<file path="config.mk">
export PLATFORM = sky130hd
export DESIGN_NAME = prod_accumulator
export DESIGN_NICKNAME = d
export VERILOG_FILES = /design/src/rtl/prod_acc_pkg.sv /design/src/rtl/prod_accumulator_sat_add.sv /design/src/rtl/prod_accumulator.sv
export SDC_FILE = /design/constraint.sdc
export NUM_CORES = 1
export LEC_CHECK = 0
export ABC_CLOCK_PERIOD_IN_PS = 3700
export BUFFER_PORTS_ARGS = -buffer_cell sky130_fd_sc_hd__clkbuf_2
export CAP_MARGIN = 0
export CORE_AREA = 4 4 79 81
export DETAILED_ROUTE_END_ITERATION = 12
export DIE_AREA = 0 0 83 85
export PLACE_DENSITY = 0.65
export REMOVE_ABC_BUFFERS = 1
export SLEW_MARGIN = 20
export SYNTH_ARGS = -nofsm -noshare
export SYNTH_HDL_FRONTEND = slang
export SYNTH_SLANG_ARGS = --single-unit
</file>
<file path="constraint.sdc">
create_clock -name clk -period 3.7 [get_ports clk]
set_input_delay 0.555 -clock clk [delete_from_list [all_inputs] [get_ports clk]]
set_output_delay 0.555 -clock clk [all_outputs]
set_load 0.1 [all_outputs]
</file>
<file path="src/rtl/prod_acc_pkg.sv">
// rtl/prod_acc_pkg.sv - shared types and constants for the product accumulator
package prod_acc_pkg;

    // Width of the per-frame product counter and of out_count
    localparam int CNT_W = 8;

    // ACCUM collects products; HOLD presents a finished frame result
    typedef enum logic {
        ACCUM = 1'b0,
        HOLD  = 1'b1
    } state_e;

    // Largest value representable in w unsigned bits, used as the saturation ceiling
    function automatic int sat_max(input int w);
        return (1 << w) - 1;
    endfunction

endpackage

</file>
<file path="src/rtl/prod_accumulator_sat_add.sv">
// rtl/prod_accumulator_sat_add.sv - unsigned saturating adder with overflow flag
module sat_add
    import prod_acc_pkg::*;
#(
    parameter int ACC_W  = 10,
    parameter int PROD_W = 6
) (
    input  logic [ACC_W-1:0]  a,
    input  logic [PROD_W-1:0] b,
    output logic [ACC_W-1:0]  sum,
    output logic              ovf
);

    localparam logic [ACC_W-1:0] SUM_MAX = ACC_W'(sat_max(ACC_W));

    // One extra bit of headroom so the carry out is the overflow indicator
    logic [ACC_W:0] wide;

    // Add at ACC_W+1 bits, then clamp to all-ones when the carry is set
    always_comb begin
        wide = {1'b0, a} + (ACC_W + 1)'(b);
        ovf  = wide[ACC_W];
        sum  = ovf ? SUM_MAX : wide[ACC_W-1:0];
    end

endmodule

</file>
<file path="src/rtl/prod_accumulator.sv">
// rtl/prod_accumulator.sv - frame accumulator of multiplier products with valid/ready result
module prod_accumulator
    import prod_acc_pkg::*;
#(
    parameter int PROD_W    = 6,
    parameter int ACC_W     = 10,
    parameter int FRAME_LEN = 4
) (
    input  logic              clk,
    input  logic              rst,
    input  logic              in_valid,
    output logic              in_ready,
    input  logic [PROD_W-1:0] in_prod,
    input  logic              in_flush,
    output logic              out_valid,
    input  logic              out_ready,
    output logic [ACC_W-1:0]  out_sum,
    output logic [CNT_W-1:0]  out_count,
    output logic              out_ovf
);

    localparam logic [CNT_W-1:0] LAST_IDX = CNT_W'(FRAME_LEN - 1);

    state_e           state_q, state_d;
    logic [ACC_W-1:0] acc_q, acc_d;
    logic [CNT_W-1:0] cnt_q, cnt_d;
    logic             ovf_q, ovf_d;
    logic [ACC_W-1:0] out_sum_q, out_sum_d;
    logic [CNT_W-1:0] out_count_q, out_count_d;
    logic             out_ovf_q, out_ovf_d;

    logic [ACC_W-1:0] add_sum;
    logic             add_ovf;
    logic             accept;
    logic             close;
    logic [CNT_W-1:0] cnt_inc;
    logic             ovf_new;

    sat_add #(
        .ACC_W  (ACC_W),
        .PROD_W (PROD_W)
    ) u_sat_add (
        .a   (acc_q),
        .b   (in_prod),
        .sum (add_sum),
        .ovf (add_ovf)
    );

    // Next-state, accumulate path and frame-close loading of the result registers
    always_comb begin
        state_d     = state_q;
        acc_d       = acc_q;
        cnt_d       = cnt_q;
        ovf_d       = ovf_q;
        out_sum_d   = out_sum_q;
        out_count_d = out_count_q;
        out_ovf_d   = out_ovf_q;

        // Handshake flags are derived from state only, so outputs stay registered
        in_ready    = (state_q == ACCUM);
        accept      = in_valid && in_ready;
        close       = accept && ((cnt_q == LAST_IDX) || in_flush);
        cnt_inc     = cnt_q + 1'b1;
        ovf_new     = ovf_q || add_ovf;

        unique case (state_q)
            ACCUM: begin
                if (close) begin
                    out_sum_d   = add_sum;
                    out_count_d = cnt_inc;
                    out_ovf_d   = ovf_new;
                    acc_d       = '0;
                    cnt_d       = '0;
                    ovf_d       = 1'b0;
                    state_d     = HOLD;
                end else if (accept) begin
                    acc_d = add_sum;
                    cnt_d = cnt_inc;
                    ovf_d = ovf_new;
                end
            end
            HOLD: begin
                // Result registers are left untouched so the output is stable until taken
                if (out_ready) begin
                    state_d = ACCUM;
                end
            end
            default: state_d = ACCUM;
        endcase
    end

    // State and datapath registers with synchronous reset discarding any partial work
    always_ff @(posedge clk) begin
        if (rst) begin
            state_q     <= ACCUM;
            acc_q       <= '0;
            cnt_q       <= '0;
            ovf_q       <= 1'b0;
            out_sum_q   <= '0;
            out_count_q <= '0;
            out_ovf_q   <= 1'b0;
        end else begin
            state_q     <= state_d;
            acc_q       <= acc_d;
            cnt_q       <= cnt_d;
            ovf_q       <= ovf_d;
            out_sum_q   <= out_sum_d;
            out_count_q <= out_count_d;
            out_ovf_q   <= out_ovf_d;
        end
    end

    assign out_valid = (state_q == HOLD);
    assign out_sum   = out_sum_q;
    assign out_count = out_count_q;
    assign out_ovf   = out_ovf_q;

endmodule

</file>
After elaboration in Yosys (flattened, before gate mapping)
Cells that the tools add are included.
- register bits: 39
- input port bits: 11
- output and inout port bits: 21
- word-level logic and storage cells: 28
- add/subtract/negate cells: 2
- equality and inequality tests: 1
- muxes and demuxes: 10
- bitwise operators: 1
- reduce and logical (&&, ||, !) cells: 7
- operators with widths (cell ; number):
    10-bit 2-to-1 mux ; 3
    8-bit 2-to-1 mux ; 2
    10-bit by 6-bit adder with 11-bit output ; 1
    8-bit by 1-bit adder with 8-bit output, second input constant ; 1
    8-bit by 2-bit equality test with 1-bit output, second input constant ; 1
    1-bit 2-to-1 mux ; 4
    2-bit AND reduction ; 2
    1-bit logical AND ; 2
    1-bit logical OR ; 2
    1-bit case mux with 2 select lines ; 1
    2-bit nonzero test ; 1
    1-bit inverter ; 1

Longest topological paths before layout
- depth in word-level cells: 5
- gate-level depth with buffers: 8
- mapped depth without buffers: 7

Hierarchy
From an unflattened synthesis, not the netlist that was laid out.
- cells, all modules: 240
- area total of the unflattened synthesis: 1999.4 µm²
- by module, submodules not included (module ; instances ; cells each ; area an instance (µm²) ; seq. area each (µm²)):
    prod_accumulator ; 1 ; 183 ; 1601.5 ; 780.7
    sat_add ; 1 ; 57 ; 397.9 ; 0.0

Worst setup path after synthesis
No wires, ideal clock.
- path kind: register -> output
- start: reg state_q (netlist: out_valid)
- end: out in_ready
- data arrival time: 1.670 ns
- required time: 3.145 ns
- slack: 1.475 ns
- cell stages (with the launch flop): 2
- buffers on the path: 0
- cells stage by stage: dfxtp_1 > inv_1
- word-level cells in the longest chain between the ends: 1
- RTL lines (item ; RTL line ; RTL):
    from (decl) ; prod_accumulator.sv:24 ; state_e state_q, state_d;
    from (signal assigned) ; prod_accumulator.sv:103 ; state_q <= state_d;
    1-bit inverter (no source line) ; n/a ;
    to (decl) ; prod_accumulator.sv:12 ; output logic in_ready,
No other way between the ends.

Worst setup path in the final report
- start: in in_prod[0]
- end: reg acc_q[5]
- word-level cells in the longest chain between the ends: 4
- RTL lines (item ; RTL line ; RTL):
    from (decl) ; prod_accumulator.sv:13 ; input logic [PROD_W-1:0] in_prod,
    10-bit by 6-bit adder with 11-bit output ; prod_accumulator_sat_add.sv:21 ; wide = {1'b0, a} + (ACC_W + 1)'(b);
    10-bit 2-to-1 mux ; prod_accumulator_sat_add.sv:23 ; sum = ovf ? SUM_MAX : wide[ACC_W-1:0];
    10-bit 2-to-1 mux ; prod_accumulator.sv:76 ; end else if (accept) begin
    10-bit 2-to-1 mux ; prod_accumulator.sv:68 ; if (close) begin
    to (signal assigned) ; prod_accumulator.sv:96 ; acc_q <= '0;
    to (signal assigned) ; prod_accumulator.sv:104 ; acc_q <= acc_d;
    to (decl) ; prod_accumulator.sv:25 ; logic [ACC_W-1:0] acc_q, acc_d;
No other way between the ends. The select of a mux whose other input is x is not followed.
A chain may end at the register's enable or synchronous reset.

==> metrics <==
outcome=completed; H-tree depth=2; Seq cells post-synth=39; max cap viols=0; Clk pin slew, worst setup/hold paths=approximately 0.07 ns; Finished Core Util=between 30% and 40%; GRT Util Overall=about an eighth; PortBufs=31; Layout area overhead=15.2%; Met1 Wirelength=between 2000 and 2500 um; HPWL Detailed=between 2000 and 3000 um; initial antenna violation count=0; clk sinks=39; Main synth FF type=dfxtp_1; core area=between 0.005 and 0.006 mm^2; Die Y=between 80 and 90 um; # diodes=0; unrepaired setup endpoints after global routing=no; worst hold-check path type=reg -> reg; Post-route DRC=0; hold slack=0.450 ns; WS Path Type=in -> reg; Final Worst Setup Slack=~1.5 ns; Final Critical Period=between 2 and 2.5 ns; initial core utilization=about a third; cell row count=27; Tightest Pin Transition=between 0.6 and 0.7 ns; first-pass GRT wire length=between 7000 and 8000 um; final setup vio count=0; CTS hold repair buffers=0; die area=0.00706 mm^2; post-synth cell types=between 40 and 50; Worst VDD drop=approximately 0.19 mV; setup TNS=0 ns; CTS tree=yes; max frequency=roughly 450 MHz; Post-synth EDFFs=0; Ports=32; DR iter-0 viols=around 120; routed length on met2=about 1900 um; YS warnings=0; synthesized area per cell=approximately 8.7 um^2; GPL Wtd Cong=~0.76; Max Slew Vio Count=0; via/cell ratio=slightly above 5; Async SR Flop Fraction=0%; Critical Path Sink Type=flip-flop; WL final=4240 um; post-route antenna net violation count=0; Resized cells post-CTS=0; Mapped Area=0.00188 mm^2; Worst Skew=about 0.007 ns; Setup Buffers After CTS=0; number of global-route vias before repair=1555; sequential share of the synthesized area=between 40 and 50%; drt first pass iters=4; Clock Latency Late Sink=just under 0.3 ns; Crit-path slowest cell=fa_1; leakage=0.893 nW; crit-path cells=clkbuf_2 > ha_1 > fa_1 > a21oi_1 > o21ai_1 > and3_1 > o31a_1; share of layout cells above drive strength 1=a little under a fifth; mean routed wirelength per cell=13.4 um; number of buffers created by CTS=5; max layer used=met4; CP peak stage delay=0.42 ns; Final period util=between 60% and 70%; Syn Inst Count=approximately 220; Post-layout nets=~260; Pwr Density=about 450 mW/mm^2; Congestion Overflow GR=0; Root Buffer=clkbuf_8; clock tree buffer depth=2; Worst slew margin=56.7%; Die Span X=between 80 and 90 um; CP required=3.88 ns; total number of vias=roughly 1600; CP startpoint kind=input port; met3 wire len=between 200 and 300 um; pre-CTS setup slack=roughly 1.2 ns; Critical Path AT=2.43 ns; crit path max fanout=13; reg2reg setup slack=1.51 ns; pin count of the biggest net entering global routing=24; Final Hold Fails=0
-- registers in the layout, indices dropped and copies added, names as in the netlist --
name	cells
out_sum	10
out_valid	1
out_count	8
acc_q	10
cnt_q	8
ovf_q	1
out_ovf	1
-- final timing paths --
| check | depth (start not counted) | startpoint | endpoint |
|---|---|---|---|
| max reg2reg | 6 | acc_q[0]$_SDFFE_PP0P_ | acc_q[5]$_SDFFE_PP0P_ |
| min | 2 | acc_q[4]$_SDFFE_PP0P_ | acc_q[4]$_SDFFE_PP0P_ |
| max | 7 | in_prod[0] | acc_q[5]$_SDFFE_PP0P_ |
| min reg2reg | 2 | acc_q[4]$_SDFFE_PP0P_ | acc_q[4]$_SDFFE_PP0P_ |
-- report_power, final --
part	switching, mW	total (mW)	leakage (nW)	internal, mW
combinational	0.166	0.210	0.524	0.0443
clock	0.145	0.315	0.0515	0.170
sequential	0.00985	0.447	0.318	0.438
total	0.321	0.973	0.893	0.652
-- cells by family after synthesis --
kind of cell / after synthesis / synth area share [%]
and+or+nand+nor: 76 / 19.5
AOI/OAI and AO/OA: 64 / 22.4
DFF: 39 / 41.5
buffers and inverters: 16 / 4.32
xor gates and xnor gates: 13 / 6.05
adders and majority gates: 8 / 5.72
muxes: 1 / 0.532
-- synthesized netlist by cell type, types with 3 or more instances --
master	instances	area (um^2)
nand2_1	14	52.6
dfxtp_1	39	781
nand3_1	7	35.0
xor2_1	4	35.0
nand2b_1	4	25.0
inv_1	4	15.0
nor2_1	28	105
o21ai_0	18	90.1
a21oi_1	16	80.1
and2_1	3	18.8
nor3_1	11	55.1
buf_2	4	20.0
a22oi_1	4	30.0
a22o_1	4	35.0
xnor2_1	9	78.8
ha_1	7	87.6
and3_1	5	31.3
clkbuf_1	5	18.8
a211oi_1	3	22.5
-- metal layers --
metal,up-vias,track usage (%)
met3,8,3.79
li1,824,-
met4,0,5.79
met1,737,16.0
met2,49,19.9
met5,-,0
-- area by class of cell --
class                           count  area (um^2)
Fill cell                         565         3310
Multi-Input combinational cell    162         1020
Sequential cell                    39          781
Timing Repair Buffer               32          163
Clock buffer                        8          100
Tap cell                           72         90.1
Inverter                            4         15.0
-- critical path: cells and delay by family --
kind	cells	cell delay [ns]
compound gates	3	0.79
fa+ha+maj	2	0.64
buf+inv	1	0.09
simple gates	1	0.36
-- layout by cell type (no fill, tap or decap), drive strengths merged, types with 2 or more instances in the layout --
| cell | n |
|---|---|
| a211oi | 5 |
| a21o | 2 |
| a21oi | 16 |
| a22o | 4 |
| a22oi | 4 |
| and2 | 3 |
| and3 | 5 |
| clkbuf | 39 |
| dfxtp | 39 |
| ha | 7 |
| inv | 4 |
| nand2 | 14 |
| nand2b | 4 |
| nand3 | 7 |
| nor2 | 28 |
| nor2b | 2 |
| nor3 | 11 |
| o21a | 2 |
| o21ai | 20 |
| o221a | 2 |
| o31ai | 2 |
| xnor2 | 9 |
| xor2 | 4 |
-- stage by stage --
stage	std cells	instance area (um^2)	total power [mW]
detailed placement	309	2070	0.668
CTS	317	2170	0.988
global placement	309	2070	0.667
finish	317	2170	0.973
floorplan	205	1810	0.623
global route	317	2170	1.02
Note: power is estimated with default switching activity, not from simulation.
